===== src/rtl/mem_wb_stage_if.sv =====
// Data-memory request/ready port between the MEM stage and data memory.
interface mem_wb_stage_if;
    logic        req;
    logic        we;
    logic [31:0] addr;
    logic [31:0] wdata;
    logic        ready;
    logic [31:0] rdata;

    modport master (
        output req, we, addr, wdata,
        input  ready, rdata
    );

    modport slave (
        input  req, we, addr, wdata,
        output ready, rdata
    );
endinterface


===== src/rtl/mem_wb_stage.sv =====
// Memory-access stage plus MEM/WB pipeline register. Issues data-memory
// requests, stalls upstream while memory is busy, aborts misaligned or
// timed-out accesses (sticky error), and forwards write-back data into
// store data.
module mem_wb_stage #(
    parameter int unsigned MAX_WAIT = 15
) (
    input  logic                  clk,
    input  logic                  reset,
    input  logic                  EX_MEM_MemRead,
    input  logic                  EX_MEM_MemWrite,
    input  logic [1:0]            EX_MEM_MemtoReg,
    input  logic                  EX_MEM_RegWrite,
    input  logic [31:0]           EX_MEM_ALUOut,
    input  logic [31:0]           EX_MEM_PC_add4,
    input  logic [4:0]            EX_MEM_RegWrAddr,
    input  logic [31:0]           EX_MEM_WriteData,
    input  logic [4:0]            EX_MEM_Rt,
    mem_wb_stage_if.master        dmem,
    output logic                  Mem_Stall,
    output logic                  Mem_Error,
    output logic                  MEM_WB_RegWrite,
    output logic [4:0]            MEM_WB_RegWrAddr,
    output logic [31:0]           MEM_WB_WriteBackData
);

    localparam int CNT_W = ($clog2(MAX_WAIT + 1) > 5) ? $clog2(MAX_WAIT + 1) : 5;
    localparam logic [CNT_W-1:0] MAX_CNT = CNT_W'(MAX_WAIT);
    localparam logic [CNT_W-1:0] CNT_ONE = CNT_W'(1);

    typedef enum logic {
        IDLE = 1'b0,
        WAIT = 1'b1
    } state_t;

    state_t            state_q, state_d;
    logic [CNT_W-1:0]  wait_cnt_q, wait_cnt_d;
    logic              mem_error_q, mem_error_d;
    logic              wb_we_q, wb_we_d;
    logic [4:0]        wb_addr_q, wb_addr_d;
    logic [31:0]       wb_data_q, wb_data_d;

    logic              access;
    logic              misaligned;
    logic              abort;
    logic              req;
    logic              stall;
    logic              fwd_hit;
    logic [31:0]       wb_sel_data;

    // Request/stall/abort outputs; reset gates them so they fall immediately.
    always_comb begin
        access     = EX_MEM_MemRead | EX_MEM_MemWrite;
        misaligned = access & (EX_MEM_ALUOut[1:0] != 2'b00);
        abort      = (state_q == WAIT) & (wait_cnt_q == MAX_CNT);
        req        = reset & access & ~misaligned & ~abort;
        stall      = req & ~dmem.ready;
    end

    // Store data bypass from the write-back register; $0 is never forwarded.
    always_comb begin
        fwd_hit = wb_we_q & (wb_addr_q != 5'd0) & (wb_addr_q == EX_MEM_Rt);
    end

    // Write-back source select: 01 memory, 10 link, 00/11 ALU result.
    always_comb begin
        case (EX_MEM_MemtoReg)
            2'b01:   wb_sel_data = dmem.rdata;
            2'b10:   wb_sel_data = EX_MEM_PC_add4;
            default: wb_sel_data = EX_MEM_ALUOut;
        endcase
    end

    // Next-state logic for the wait-state tracker.
    always_comb begin
        state_d    = state_q;
        wait_cnt_d = wait_cnt_q;
        case (state_q)
            IDLE: begin
                if (req && !dmem.ready) begin
                    state_d    = WAIT;
                    wait_cnt_d = CNT_ONE;
                end
            end
            WAIT: begin
                if (abort || !req || dmem.ready) begin
                    state_d    = IDLE;
                    wait_cnt_d = '0;
                end else begin
                    wait_cnt_d = wait_cnt_q + CNT_ONE;
                end
            end
            default: begin
                state_d    = IDLE;
                wait_cnt_d = '0;
            end
        endcase
    end

    // MEM/WB register and error flag next values: hold on stall, bubble on abort/misalign.
    always_comb begin
        mem_error_d = mem_error_q | misaligned | abort;
        wb_we_d     = wb_we_q;
        wb_addr_d   = wb_addr_q;
        wb_data_d   = wb_data_q;
        if (!stall) begin
            if (misaligned || abort) begin
                wb_we_d   = 1'b0;
                wb_addr_d = 5'd0;
                wb_data_d = 32'd0;
            end else begin
                wb_we_d   = EX_MEM_RegWrite;
                wb_addr_d = EX_MEM_RegWrAddr;
                wb_data_d = wb_sel_data;
            end
        end
    end

    // State, counter, sticky error and MEM/WB pipeline register.
    always_ff @(posedge clk or negedge reset) begin
        if (!reset) begin
            state_q     <= IDLE;
            wait_cnt_q  <= '0;
            mem_error_q <= 1'b0;
            wb_we_q     <= 1'b0;
            wb_addr_q   <= 5'd0;
            wb_data_q   <= 32'd0;
        end else begin
            state_q     <= state_d;
            wait_cnt_q  <= wait_cnt_d;
            mem_error_q <= mem_error_d;
            wb_we_q     <= wb_we_d;
            wb_addr_q   <= wb_addr_d;
            wb_data_q   <= wb_data_d;
        end
    end

    assign dmem.req             = req;
    assign dmem.we              = reset & EX_MEM_MemWrite;
    assign dmem.addr            = EX_MEM_ALUOut;
    assign dmem.wdata           = fwd_hit ? wb_data_q : EX_MEM_WriteData;
    assign Mem_Stall            = stall;
    assign Mem_Error            = mem_error_q;
    assign MEM_WB_RegWrite      = wb_we_q;
    assign MEM_WB_RegWrAddr     = wb_addr_q;
    assign MEM_WB_WriteBackData = wb_data_q;

endmodule


===== src/flat_wrapper.sv =====
// flat-port wrapper written by rule: the top's interface ports become plain ports
module mem_wb_stage_flat 
#(
    parameter int unsigned MAX_WAIT = 15
)
  (clk, reset, EX_MEM_MemRead, EX_MEM_MemWrite, EX_MEM_MemtoReg, EX_MEM_RegWrite, EX_MEM_ALUOut, EX_MEM_PC_add4, EX_MEM_RegWrAddr, EX_MEM_WriteData, EX_MEM_Rt, Mem_Stall, Mem_Error, MEM_WB_RegWrite, MEM_WB_RegWrAddr, MEM_WB_WriteBackData, dmem_req, dmem_we, dmem_addr, dmem_wdata, dmem_ready, dmem_rdata);
  mem_wb_stage_if dmem_i ();
  input  logic clk;
  input  logic reset;
  input  logic EX_MEM_MemRead;
  input  logic EX_MEM_MemWrite;
  input  logic [1:0] EX_MEM_MemtoReg;
  input  logic EX_MEM_RegWrite;
  input  logic [31:0] EX_MEM_ALUOut;
  input  logic [31:0] EX_MEM_PC_add4;
  input  logic [4:0] EX_MEM_RegWrAddr;
  input  logic [31:0] EX_MEM_WriteData;
  input  logic [4:0] EX_MEM_Rt;
  output logic Mem_Stall;
  output logic Mem_Error;
  output logic MEM_WB_RegWrite;
  output logic [4:0] MEM_WB_RegWrAddr;
  output logic [31:0] MEM_WB_WriteBackData;
  output wire logic [$bits(dmem_i.req)-1:0] dmem_req;
  output wire logic [$bits(dmem_i.we)-1:0] dmem_we;
  output wire logic [$bits(dmem_i.addr)-1:0] dmem_addr;
  output wire logic [$bits(dmem_i.wdata)-1:0] dmem_wdata;
  input wire logic [$bits(dmem_i.ready)-1:0] dmem_ready;
  input wire logic [$bits(dmem_i.rdata)-1:0] dmem_rdata;
  assign dmem_req = dmem_i.req;
  assign dmem_we = dmem_i.we;
  assign dmem_addr = dmem_i.addr;
  assign dmem_wdata = dmem_i.wdata;
  assign dmem_i.ready = dmem_ready;
  assign dmem_i.rdata = dmem_rdata;
  mem_wb_stage #(.MAX_WAIT(MAX_WAIT)) u_core (.clk(clk), .reset(reset), .EX_MEM_MemRead(EX_MEM_MemRead), .EX_MEM_MemWrite(EX_MEM_MemWrite), .EX_MEM_MemtoReg(EX_MEM_MemtoReg), .EX_MEM_RegWrite(EX_MEM_RegWrite), .EX_MEM_ALUOut(EX_MEM_ALUOut), .EX_MEM_PC_add4(EX_MEM_PC_add4), .EX_MEM_RegWrAddr(EX_MEM_RegWrAddr), .EX_MEM_WriteData(EX_MEM_WriteData), .EX_MEM_Rt(EX_MEM_Rt), .dmem(dmem_i), .Mem_Stall(Mem_Stall), .Mem_Error(Mem_Error), .MEM_WB_RegWrite(MEM_WB_RegWrite), .MEM_WB_RegWrAddr(MEM_WB_RegWrAddr), .MEM_WB_WriteBackData(MEM_WB_WriteBackData));
endmodule

===== config.mk =====
export PLATFORM = sky130hd
export DESIGN_NAME = mem_wb_stage_flat
export DESIGN_NICKNAME = d
export VERILOG_FILES = /design/src/rtl/mem_wb_stage_if.sv /design/src/rtl/mem_wb_stage.sv /design/src/flat_wrapper.sv
export SDC_FILE = /design/constraint.sdc
export NUM_CORES = 1
export LEC_CHECK = 0
export CORE_ASPECT_RATIO = 0.6
export CORE_MARGIN = 5
export CORE_UTILIZATION = 34
export DETAILED_ROUTE_END_ITERATION = 8
export PLACE_DENSITY = 0.81
export SLEW_MARGIN = 20
export SYNTH_ARGS = -nofsm -noshare
export SYNTH_HDL_FRONTEND = slang
export SYNTH_SLANG_ARGS = --single-unit

===== constraint.sdc =====
create_clock -name clk -period 2.2 [get_ports clk]
set_clock_uncertainty 0.15 [all_clocks]
set_input_delay 0.44 -clock clk [delete_from_list [all_inputs] [get_ports clk]]
set_output_delay 0.44 -clock clk [all_outputs]
set_load 0.02 [all_outputs]

==> Word-level counts from Yosys, hierarchy flattened <==
Cells that the tools add are included.
{ "classes": {"add_sub_neg": 1, "mux": 11, "bitwise": 16, "n_reduce_logical": 8, "n_eq_ne": 5} }
{ "ops": {"columns": ["operator", "count"], "rows": [
  ["two-way mux 32 bit", 2],
  ["case mux 32 bit (2 select lines)", 1],
  ["two-way mux 5 bit", 3],
  ["case mux 5 bit (2 select lines)", 1],
  ["AND 1 bit", 9],
  ["adder 5 x 1 -> 5 bit, second input constant", 1],
  ["equality test 5 x 4 -> 1 bit, second input constant", 1],
  ["equality test 5 bit", 1],
  ["nonzero test 5 bit", 1],
  ["NOT 1 bit", 4],
  ["logical OR 1 bit", 3],
  ["two-way mux 1 bit", 3],
  ["OR 1 bit", 3],
  ["equality test 2 x 1 -> 1 bit, second input constant", 1],
  ["equality test 2 bit, second input constant", 1],
  ["zero test 1 bit", 2],
  ["!= test 2 x 1 -> 1 bit, second input constant", 1],
  ["case mux 1 bit (2 select lines)", 1],
  ["nonzero test 2 bit", 1],
  ["logical AND 1 bit", 1]
]} }
{ "totals": {"input_bits": 146, "register_bits": 45, "out_inout_bits": 106, "word_cells": 47} }

==> Logic depth before layout (Yosys ltp) <==
{ "depth": {"ltp_word": 10, "depth_mapped": 8, "depth_no_buf": 7} }

==> Least setup slack after synthesis <==
Ideal clock, no wire load.
{ "synth_timing": {"path_kind": "flip-flop to output port", "start": "reg u_core.wait_cnt_q[0]", "end": "out Mem_Stall", "path_buffers": 1, "path_stages_with_launch": 8, "required_time_ns": 1.610, "path_slack_ns": -0.063, "t_arrival_ns": 1.673, "cell_sequence": "dfrtp_1 -> ha_1 -> and3_1 -> ha_1 -> nand2_1 -> nand2_1 -> clkbuf_1 -> nor2_1"} }
{ "synth_via": {"elab_chain_len": 5} }
{ "synth_rtl": {"columns": ["element", "line_no", "text"], "rows": [
  ["from (decl)", "mem_wb_stage.sv:37", "logic [CNT_W-1:0] wait_cnt_q, wait_cnt_d;"],
  ["from (signal assigned)", "mem_wb_stage.sv:130", "wait_cnt_q <= wait_cnt_d;"],
  ["equality test 5 x 4 -> 1 bit", "mem_wb_stage.sv:55", "abort = (state_q == WAIT) & (wait_cnt_q == MAX_CNT);"],
  ["AND 1 bit", "mem_wb_stage.sv:55", null],
  ["NOT 1 bit", "mem_wb_stage.sv:56", "req = reset & access & ~misaligned & ~abort;"],
  ["AND 1 bit", "mem_wb_stage.sv:56", null],
  ["AND 1 bit", "mem_wb_stage.sv:57", "stall = req & ~dmem.ready;"],
  ["to (decl)", "flat_wrapper.sv:19", "output logic Mem_Stall;"]
]} }
Every way passes these cells.

==> Worst setup path in the final report <==
{ "layout_timing": {"start": "in EX_MEM_Rt[3]", "end": "out dmem_wdata[4]"} }
{ "layout_via": {"elab_chain_len": 3} }
{ "layout_rtl": {"columns": ["element", "line_no", "text"], "rows": [
  ["from (decl)", "flat_wrapper.sv:18", "input logic [4:0] EX_MEM_Rt;"],
  ["equality test 5 bit", "mem_wb_stage.sv:62", "fwd_hit = wb_we_q & (wb_addr_q != 5'd0) & (wb_addr_q == EX_MEM_Rt);"],
  ["AND 1 bit", "mem_wb_stage.sv:62", null],
  ["two-way mux 32 bit", "mem_wb_stage.sv:141", "assign dmem.wdata = fwd_hit ? wb_data_q : EX_MEM_WriteData;"],
  ["to (decl)", "flat_wrapper.sv:27", "output wire logic [$bits(dmem_i.wdata)-1:0] dmem_wdata;"]
]} }
Every way passes these cells.

==> summary.txt <==
Outcome = finished, violations left
Failing checks = setup timing
Cell row count = 27
CTS root buffer = clkbuf_16
Register area = 1130 sq um
Die X = 137 um
Commonest non-fill, non-tap cell in the layout = clkdlybuf4s50_1
Commonest cells after routing, fill and taps aside = clkdlybuf4s50_1, nand2_1, buf_6
Die H = 86.4 um
Final nets = 778
First-pass GRT wire length = 21900 um
Pre-CTS WS = -1.08 ns
Sequential share of power = 31.4%
Gr ovfl total = 0
Fillers = 669
Post-DRT Antenna Nets = 0
CP top delay family = buffers and inverters
Hold Path Class = in2async
Slowest stage cell, crit path = o41ai_4
Vias in the first global route = 4015
Sequential share of the synthesized area = 34.0%
Sw frac = 29.7%
Core ar. = 9320 sq um
Post-synth EDFFs = 0
Setup ws final = -0.505 ns
DRC = 0
Via count = 3750
Layout area overhead = 100%
Clk slew on worst S/H paths = 0.06 ns
Netlist cell types = 36
Placed Instances = 720
CP endpoint kind = output pin
Die area = 11900 sq um
Total power divided by cell area = 455 nW/um^2
Crit path max fanout = 5
Drt total wl = 14600 um
Internal power = 2.12 mW
CTS tree = built
Routed vias/inst = 4.94
Clock share of power = 29.2%
Total Neg Setup Slack = -15.12 ns
# diodes = 0
Worst Path Arrival = 2.12 ns
Slew margin rel. = 67.4%
All-layer global routing usage = 23.5%
Share of layout cells above drive strength 1 = 25.4%
I/O pin count = 252
Max incr delay on CP = 0.38 ns
Part of the cycle the worst path needs = 123%
Clock H-tree levels = 2
Syn Area/Cell = 9.24 sq um
Crit path required time = 1.61 ns
Most used cell along the critical path = buf_6
Yosys warnings = 0
Reg2Reg Launch Point = u_core.wait_cnt_q[1]
Critical path type = in2out
Initial antenna violation count = 0
Maximum vdd ir drop = 0.000378 V
Multi-input gate area = 1900 sq um
Mapped Nets = 508
R2R setup slack = 0.35 ns
Clk sinks = 45
Final Hold Vio Count = 0
Ys flop type = dfrtp_1
Total CTS buffers = 5
Fin cells = 759
Longest Clk Path Bufs = 2
Leak = 3.04 nW
Cells after synthesis = 358
GP Congestion = 0.859
I/O Buffers = 251
Drt first pass iters = 4
Crit path launch = EX_MEM_Rt[3]
Final worst path period need = 2.71 ns
FF+latch count, synth = 45
Final Util = 71.0%
Max_cap viols = 0
Buf/Inv on CP = 7
Drt wl/cell = 19.2 um
Clock Latency Late Sink = 0.28 ns
RSZ-0062 raised after global routing = yes
Synth Cell Area = 3310 sq um
Initial Util = 35.5%
CTS Hold Buffers Added = 0
FFs w/ async S/R, synth = 100%
FF-to-FF End = u_core.Mem_Error
Startpoint types = primary input
Worst-Margin Slew = 0.489 ns
R2r worst-path depth = 7
Max Fclk = 0.370 GHz
Final setup violation count = 32
Cell chain of the critical path = buf_2 > buf_6 > o41ai_4 > a211oi_4 > buf_6 > buf_12 > buf_8 > buf_16 > mux2_4 > buf_6
Net Switching = 0.896 mW
Logic pwr share = 39.4%
Fin. max-slew vios = 0
Largest net degree at the start of global routing = 41
Initial DRC count = 211
Power Total = 3.01 mW
HPWL after DPL = 10700 um
## what timing repair did
action,4_1_cts,5_1_grt
cloned,3,0
gates resized for setup,225,36
endpoints found under the setup margin,37,34
buffers inserted,21,10
pin swaps,7,8
## routing by layer
metal	global-route usage [%]	part of all wire, %
met1	29.0	39
met2	40.5	49
met3	7.42	10
met4	5.16	1.5
met5	0	0
## cells in the mapped netlist, types with 3 or more instances
| cell | instances | share of area (%) |
|---|---|---|
| inv_1 | 4 | 0.45 |
| ha_1 | 4 | 1.5 |
| mux2i_1 | 32 | 9.7 |
| clkbuf_1 | 16 | 1.8 |
| dfrtp_1 | 45 | 34 |
| nor2_1 | 37 | 4.2 |
| buf_2 | 3 | 0.45 |
| buf_6 | 3 | 1.0 |
| buf_4 | 32 | 7.3 |
| mux2_4 | 30 | 14 |
| a21oi_1 | 6 | 0.91 |
| nand2_1 | 52 | 5.9 |
| a22oi_1 | 32 | 7.3 |
| xnor2_1 | 4 | 1.1 |
| o21ai_0 | 34 | 5.1 |
## worst max-delay path by stage
stage	end	cells past startpoint
2_1_floorplan	dmem_wdata[10]	5
5_1_grt	dmem_wdata[14]	9
6_report	dmem_wdata[4]	10
3_3_place_gp	dmem_wdata[4]	7
3_5_place_dp	dmem_wdata[19]	7
4_1_cts	dmem_wdata[30]	10
## sequential cells by signal, summed over array words and instances (netlist names)
name and cells:
u_core.state_q 1, u_core.wait_cnt_q 5, u_core.MEM_WB_WriteBackData 32, u_core.MEM_WB_RegWrAddr 5, u_core.MEM_WB_RegWrite 1, u_core.Mem_Error 1
## power groups by stage
stage / registers, mW / logic, mW / clock network, mW
floorplan: 1.01 / 0.435 / 0
global placement: 0.956 / 1.12 / 0
detailed placement: 0.957 / 1.14 / 0
CTS: 0.943 / 1.16 / 0.901
global route: 0.953 / 1.27 / 0.944
finish: 0.945 / 1.19 / 0.880
## through the flow
step	hold slack, ns	area (sq um)
3_5_place_dp	0.305	5980
6_report	0.0754	6620
3_3_place_gp	0.308	5980
2_1_floorplan	-0.00559	3310
4_1_cts	0.0596	6500
5_1_grt	0.105	6620
## layout make-up
type | instances | share of cell area [%]
clock buffer | 7 | 2.15
clock inverter | 1 | 0.454
inverter | 4 | 0.227
multi-input combinational | 253 | 28.7
sequential | 45 | 17.0
tap | 130 | 2.46
timing repair buffer | 319 | 49.0
## cells by family (layout without fill, tap and decap cells)
group | after synthesis | in the layout | share of synthesized area (%)
muxes | 64 | 64 | 24.0
xor gates and xnor gates | 4 | 4 | 1.06
buffers and inverters | 60 | 331 | 11.2
adders and majority gates | 4 | 4 | 1.51
DFF | 45 | 45 | 34.0
AOI/OAI and AO/OA | 82 | 82 | 16.2
and+or+nand+nor | 99 | 99 | 12.0
Power figures use the tool's default switching activity.
==> variant 1 (same settings) <==
Put one more register stage on the output `Mem_Error`, with the module's reset. The value now appears one clock later. The other outputs are not delayed to match.
--- a/src/rtl/mem_wb_stage.sv
+++ b/src/rtl/mem_wb_stage.sv
@@ -140,7 +140,13 @@
     assign dmem.addr            = EX_MEM_ALUOut;
     assign dmem.wdata           = fwd_hit ? wb_data_q : EX_MEM_WriteData;
     assign Mem_Stall            = stall;
-    assign Mem_Error            = mem_error_q;
+    always_ff @(posedge clk or negedge reset) begin
+        if (!reset) begin
+            Mem_Error <= '0;
+        end else begin
+            Mem_Error <= mem_error_q;
+        end
+    end
     assign MEM_WB_RegWrite      = wb_we_q;
     assign MEM_WB_RegWrAddr     = wb_addr_q;
     assign MEM_WB_WriteBackData = wb_data_q;
Formal check against the unedited RTL: not equivalent (a bounded check fails within 4 cycles, from zero or initial values and one cycle with reset low).
==> variant 1 against the original RTL <==
- the run still ends with setup timing left
- worst setup slack improved by 0.061 ns
- sequential cell count rose by 1
- routed wire length is 5.7% lower
- area after synthesis increased by 0.76%
- critical path depth down 2
- via count decreased by 1.5%
- power fell by 5.6%
- sequential power is 2% higher
- global-route usage shrank 1.4 points
- non-clock buffer count down 13
- cell area is 2.6% lower
- synthesized cell count grew 0.28%
- clock power down 18%
- largest power group unchanged
==> variant 1: results <==
set metrics [dict create \
    outcome "finished, violations left" \
    failing_checks "setup timing" \
    critical_path_fanouts_max 5 \
    ffs_w_async_s_r_synth_pct 100 \
    synth_seq_area_share_pct 34.5 \
    port_buffers 251 \
    worstReg2RegEnd "u_core.wait_cnt_q[0]" \
    number_of_global_route_vias_before_repair 3898 \
    worst_path_largest_cell_delay_ns 0.40 \
    setup_viol_count_final 33 \
    setup_slack_ns -0.444 \
    hold_ws_ns 0.0630 \
    overall_track_demand_over_capacity_in_global_routing_pct 22.1 \
    vias_per_cell 4.92 \
    holdCritPathClass "input port to asynchronous set/reset pin" \
    place_hpwl_um 10400 \
    final_nets 766 \
    ys_top_cells_by_area "sky130_fd_sc_hd__dfrtp_1 35%, sky130_fd_sc_hd__mux2_4 14%, sky130_fd_sc_hd__mux2i_1 9.6%, sky130_fd_sc_hd__a22oi_1 7.2%, sky130_fd_sc_hd__buf_4 7.2%" \
    regToRegSetupSlack_ns 0.13 \
    critPathLaunch "u_core.MEM_WB_RegWrAddr[0]" \
    avg_wl_per_cell_um 18.3 \
    detailedPlace.worstSlack_ns -1.05 \
    layoutNonFillerInstCount 751 \
    insertedDiodeCount 0 \
    clock_buffer_count_from_cts 5 \
    arrival_ns 2.05 \
    grt_pass1_wl_um 20600 \
    synth_cell_types 36 \
    final_layout_size_suffix_gt1_share_pct 23.2 \
    mappedNetlistNets 509 \
    syn-instance-count 359 \
    cts.root.buffer_cell "sky130_fd_sc_hd__clkbuf_16" \
    place_inst 726 \
    globalplace.congestion 0.868 \
    first_iter_violations 145 \
    grt_max_degree 41 \
    placed_cell_area_um2 6000 \
    ys_top_cells_by_count "52 x sky130_fd_sc_hd__nand2_1, 46 x sky130_fd_sc_hd__dfrtp_1, 37 x sky130_fd_sc_hd__nor2_1" \
    clock_latency_ns 0.28 \
    worst_setup_hold_path_clk_slew_ns 0.06 \
    peakVddDrop_uv 284 \
    worst_r2r_path_depth 9 \
    static-leakage-power_nw 2.94 \
    tightestPinTransition_ns 0.496 \
    cts.path.max_buffers 2 \
    critical-path-slowest-cell "sky130_fd_sc_hd__dfrtp_1" \
    cts_htree_levels 2 \
    worst_path_dominant_cell_family "buffers and inverters" \
    detailedRoute.firstPassIterationCount 4 \
    p_int_mw 1.97 \
    endpoint "dmem_wdata[11]" \
]
==> variant 1: cell families (layout without fill, tap and decap cells) <==
group,Yosys count,count (layout),synth area share (%)
buffers and inverters,60,317,11.1
DFF,46,46,34.5
AOI/OAI and AO/OA,82,82,16.1
and+or+nand+nor,99,99,11.9
muxes,64,64,23.8
xor gates and xnor gates,4,4,1.05
adders and majority gates,4,4,1.50
==> variant 1: power groups by stage <==
stage | Clock, mW | Combinational (mW) | Sequential, mW
2_1_floorplan | 0 | 0.435 | 1.03
5_1_grt | 0.787 | 1.24 | 0.969
6_report | 0.718 | 1.16 | 0.962
3_5_place_dp | 0 | 1.13 | 0.975
4_1_cts | 0.757 | 1.15 | 0.961
3_3_place_gp | 0 | 1.11 | 0.974
==> variant 1: area by class of cell <==
class | count | area, um^2
Clock buffer | 7 | 133
Fill cell | 766 | 3250
Inverter | 4 | 15.0
Multi-Input combinational cell | 253 | 1890
Sequential cell | 46 | 1150
Tap cell | 135 | 169
Timing Repair Buffer | 306 | 3100
==> variant 1: per-stage QoR <==
step                      utilization (%)  TNS [ns]
final                                66.5    -12.52
after global routing                 66.5    -14.67
after CTS                            66.5    -16.78
after detailed placement             61.8    -43.38
after global placement               61.8    -40.78
after floorplan                         -         0
==> variant 1: metal layers <==
layer,global-route usage (%),up-vias,share of wire [%]
li1,-,1747,-
met1,27.3,1762,40
met2,38.2,172,49
met3,6.96,14,9.7
met4,4.57,0,1.4
met5,0,-,0
==> variant 1: what timing repair did <==
| action | CTS | global route |
|---|---|---|
| setup buffers | 19 | 4 |
| hold buffers | 0 | 0 |
| pin swaps | 5 | 10 |
| gates resized for setup | 225 | 35 |
| cloned | 2 | 0 |
| endpoints found under the setup margin | 37 | 69 |
==> variant 2 (config.mk and constraints unchanged) <==
Without the edit above. `MAX_WAIT` is set to 15 in 2 places; all go to 16.
--- a/src/rtl/mem_wb_stage.sv
+++ b/src/rtl/mem_wb_stage.sv
@@ -3,7 +3,7 @@
 // timed-out accesses (sticky error), and forwards write-back data into
 // store data.
 module mem_wb_stage #(
-    parameter int unsigned MAX_WAIT = 15
+    parameter int unsigned MAX_WAIT = 16
 ) (
     input  logic                  clk,
     input  logic                  reset,
--- a/src/flat_wrapper.sv
+++ b/src/flat_wrapper.sv
@@ -1,7 +1,7 @@
 // flat-port wrapper written by rule: the top's interface ports become plain ports
 module mem_wb_stage_flat 
 #(
-    parameter int unsigned MAX_WAIT = 15
+    parameter int unsigned MAX_WAIT = 16
 )
   (clk, reset, EX_MEM_MemRead, EX_MEM_MemWrite, EX_MEM_MemtoReg, EX_MEM_RegWrite, EX_MEM_ALUOut, EX_MEM_PC_add4, EX_MEM_RegWrAddr, EX_MEM_WriteData, EX_MEM_Rt, Mem_Stall, Mem_Error, MEM_WB_RegWrite, MEM_WB_RegWrAddr, MEM_WB_WriteBackData, dmem_req, dmem_we, dmem_addr, dmem_wdata, dmem_ready, dmem_rdata);
   mem_wb_stage_if dmem_i ();
Formal check against the unedited RTL: same outputs for any inputs over 10 cycles, from zero or initial values and one cycle with reset low; that may be too few to reach the edited logic, so the function may still have changed.
==> variant 2 against the original RTL <==
- non-clock buffer count down 26
- area after synthesis about the same
- critical endpoint is now dmem_wdata[19]
- cell area down 5.2%
- worst hold slack better by 0.11 ns
- via count up 0.11%
- the flow still finishes with violations (setup timing)
- worst setup slack better by 0.036 ns
- first-iteration DRC count down 20%
- sequential cell count unchanged
- routed wire length down 4.6%
- sequential share of layout area up 0.95 points
- sequential power down 0.5%
- power down 5.9%
==> variant 2: results <==
set metrics [dict create \
    detailedPlace.worstSlack_ns -1.10 \
    final.fill_count 726 \
    globalRouteOverflowTotal 0 \
    cts.root.buffer_cell "sky130_fd_sc_hd__clkbuf_16" \
    overall_track_demand_over_capacity_in_global_routing_pct 22.6 \
    setup-tns-final_ns -13.57 \
    final_nets 752 \
    static-leakage-power_nw 2.70 \
    setup_slack_ns -0.469 \
    peakVddDrop_uv 276 \
    critical_path_fanouts_max 5 \
    failing_checks "setup timing" \
    place_hpwl_um 10800 \
    ys_top_cells_by_count "64 x sky130_fd_sc_hd__a22oi_1, 45 x sky130_fd_sc_hd__dfrtp_1, 41 x sky130_fd_sc_hd__nand2_1" \
    kind_of_launch_point_of_the_worst_setup_path "input port" \
    grt_antenna_before_repair 0 \
    ys_top_cells_by_area "sky130_fd_sc_hd__dfrtp_1 34%, sky130_fd_sc_hd__a22oi_1 15%, sky130_fd_sc_hd__mux2_4 14%, sky130_fd_sc_hd__buf_4 7.3%, sky130_fd_sc_hd__o21ai_0 5.0%" \
    worst_setup_hold_path_clk_slew_ns 0.06 \
    detail_route.drc_violations 0 \
    final_layout_size_suffix_gt1_share_pct 20.7 \
    placed_cell_area_um2 5990 \
    synth_seq_area_share_pct 34.0 \
    timing.max_slew.rel_slack_pct 71.7 \
    synth-warning-count 0 \
    largest_register_ffs 32 \
    insertedDiodeCount 0 \
    detailedRoute.firstPassIterationCount 5 \
    regToRegSetupSlack_ns 0.46 \
    synth_ff_type "sky130_fd_sc_hd__dfrtp_1" \
    outcome "finished, violations left" \
    clock_latency_ns 0.28 \
    cts.path.max_buffers 2 \
    number_of_global_route_vias_before_repair 3936 \
    avg_wl_per_cell_um 19.0 \
    grt_pass1_wl_um 20900 \
    setup_viol_count_final 32 \
    arrival_ns 2.08 \
    yosysMostFrequentCell "sky130_fd_sc_hd__a22oi_1" \
    cts_htree_levels 2 \
    hold_ws_ns 0.190 \
    globalplace.congestion 0.892 \
    holdCritPathClass "input port to asynchronous set/reset pin" \
    switching_share_pct 29.8 \
    mappedNetlistNets 514 \
    clock_buffer_count_from_cts 5 \
    synth_cell_types 32 \
    first_iter_violations 168 \
    grt_max_degree 33 \
    vias_per_cell 5.12 \
    ffs_w_async_s_r_synth_pct 100 \
    port_buffers 251 \
]
variant 2: power by group through the flow:
stage	clock (mW)	combinational, mW	sequential [mW]
after floorplan	0	0.400	1.01
after global placement	0	1.08	0.950
after detailed placement	0	1.10	0.952
after CTS	0.813	1.11	0.938
after global routing	0.847	1.18	0.948
final	0.788	1.11	0.940
variant 2: critical path, cell delays in order:
cell,delay [ns]
sky130_fd_sc_hd__dlygate4sd2_1,0.28
sky130_fd_sc_hd__xnor2_1,0.16
sky130_fd_sc_hd__nand3_1,0.13
sky130_fd_sc_hd__a211oi_4,0.25
sky130_fd_sc_hd__buf_6,0.21
sky130_fd_sc_hd__clkbuf_16,0.17
sky130_fd_sc_hd__mux2_4,0.30
sky130_fd_sc_hd__buf_6,0.13
variant 2: logic make-up after synthesis:
logic type	Yosys count	synth area share (%)
flops	45	34.0
mux	33	14.6
simple gates	96	12.0
compound gates	114	24.1
buf+inv	66	12.2
xor+xnor	6	1.59
fa+ha+maj	4	1.51
variant 2: stage by stage:
stage,cells,util [%]
after global placement,719,64.2
after CTS,733,66.9
final,733,67.3
after global routing,733,67.3
after detailed placement,719,64.2
after floorplan,364,-
variant 2: worst paths after layout:
path	end	cells after the start	start
max	dmem_wdata[19]	8	EX_MEM_Rt[2]
min	u_core.wait_cnt_q[2]	3	reset
max reg2reg	u_core.wait_cnt_q[0]	6	u_core.wait_cnt_q[0]
min reg2reg	u_core.Mem_Error	1	u_core.Mem_Error
max in group asynchronous	u_core.MEM_WB_RegWrAddr[4]	3	reset
min in group clk	u_core.Mem_Error	1	u_core.Mem_Error
variant 2: cell type report:
| type | instances | area, um^2 | area share [%] |
|---|---|---|---|
| clock buffer | 7 | 153 | 2.43 |
| clock inverter | 1 | 5.00 | 0.0797 |
| inverter | 4 | 15.0 | 0.239 |
| multi-input combinational | 253 | 1830 | 29.1 |
| sequential | 45 | 1130 | 18.0 |
| tap | 130 | 163 | 2.59 |
| timing repair buffer | 293 | 2990 | 47.6 |
variant 2: metal layers:
| metal | wire (um) | track usage (%) | vias to the layer above |
|---|---|---|---|
| met1 | 5500 | 26.8 | 1800 |
| met4 | 125 | 4.98 | 0 |
| met2 | 6990 | 40.2 | 186 |
| met5 | 0 | 0 | - |
| met3 | 1310 | 6.90 | 13 |
| li1 | - | - | 1755 |
variant 2: repair_timing:
item / 4_1_cts / 5_1_grt
hold endpoints to repair: 13 / 0
pin swaps: 4 / 7
gates resized for setup: 199 / 14
hold buffers: 1 / 0
setup buffers: 3 / 0
gates cloned: 2 / 1
endpoints found under the setup margin: 37 / 57
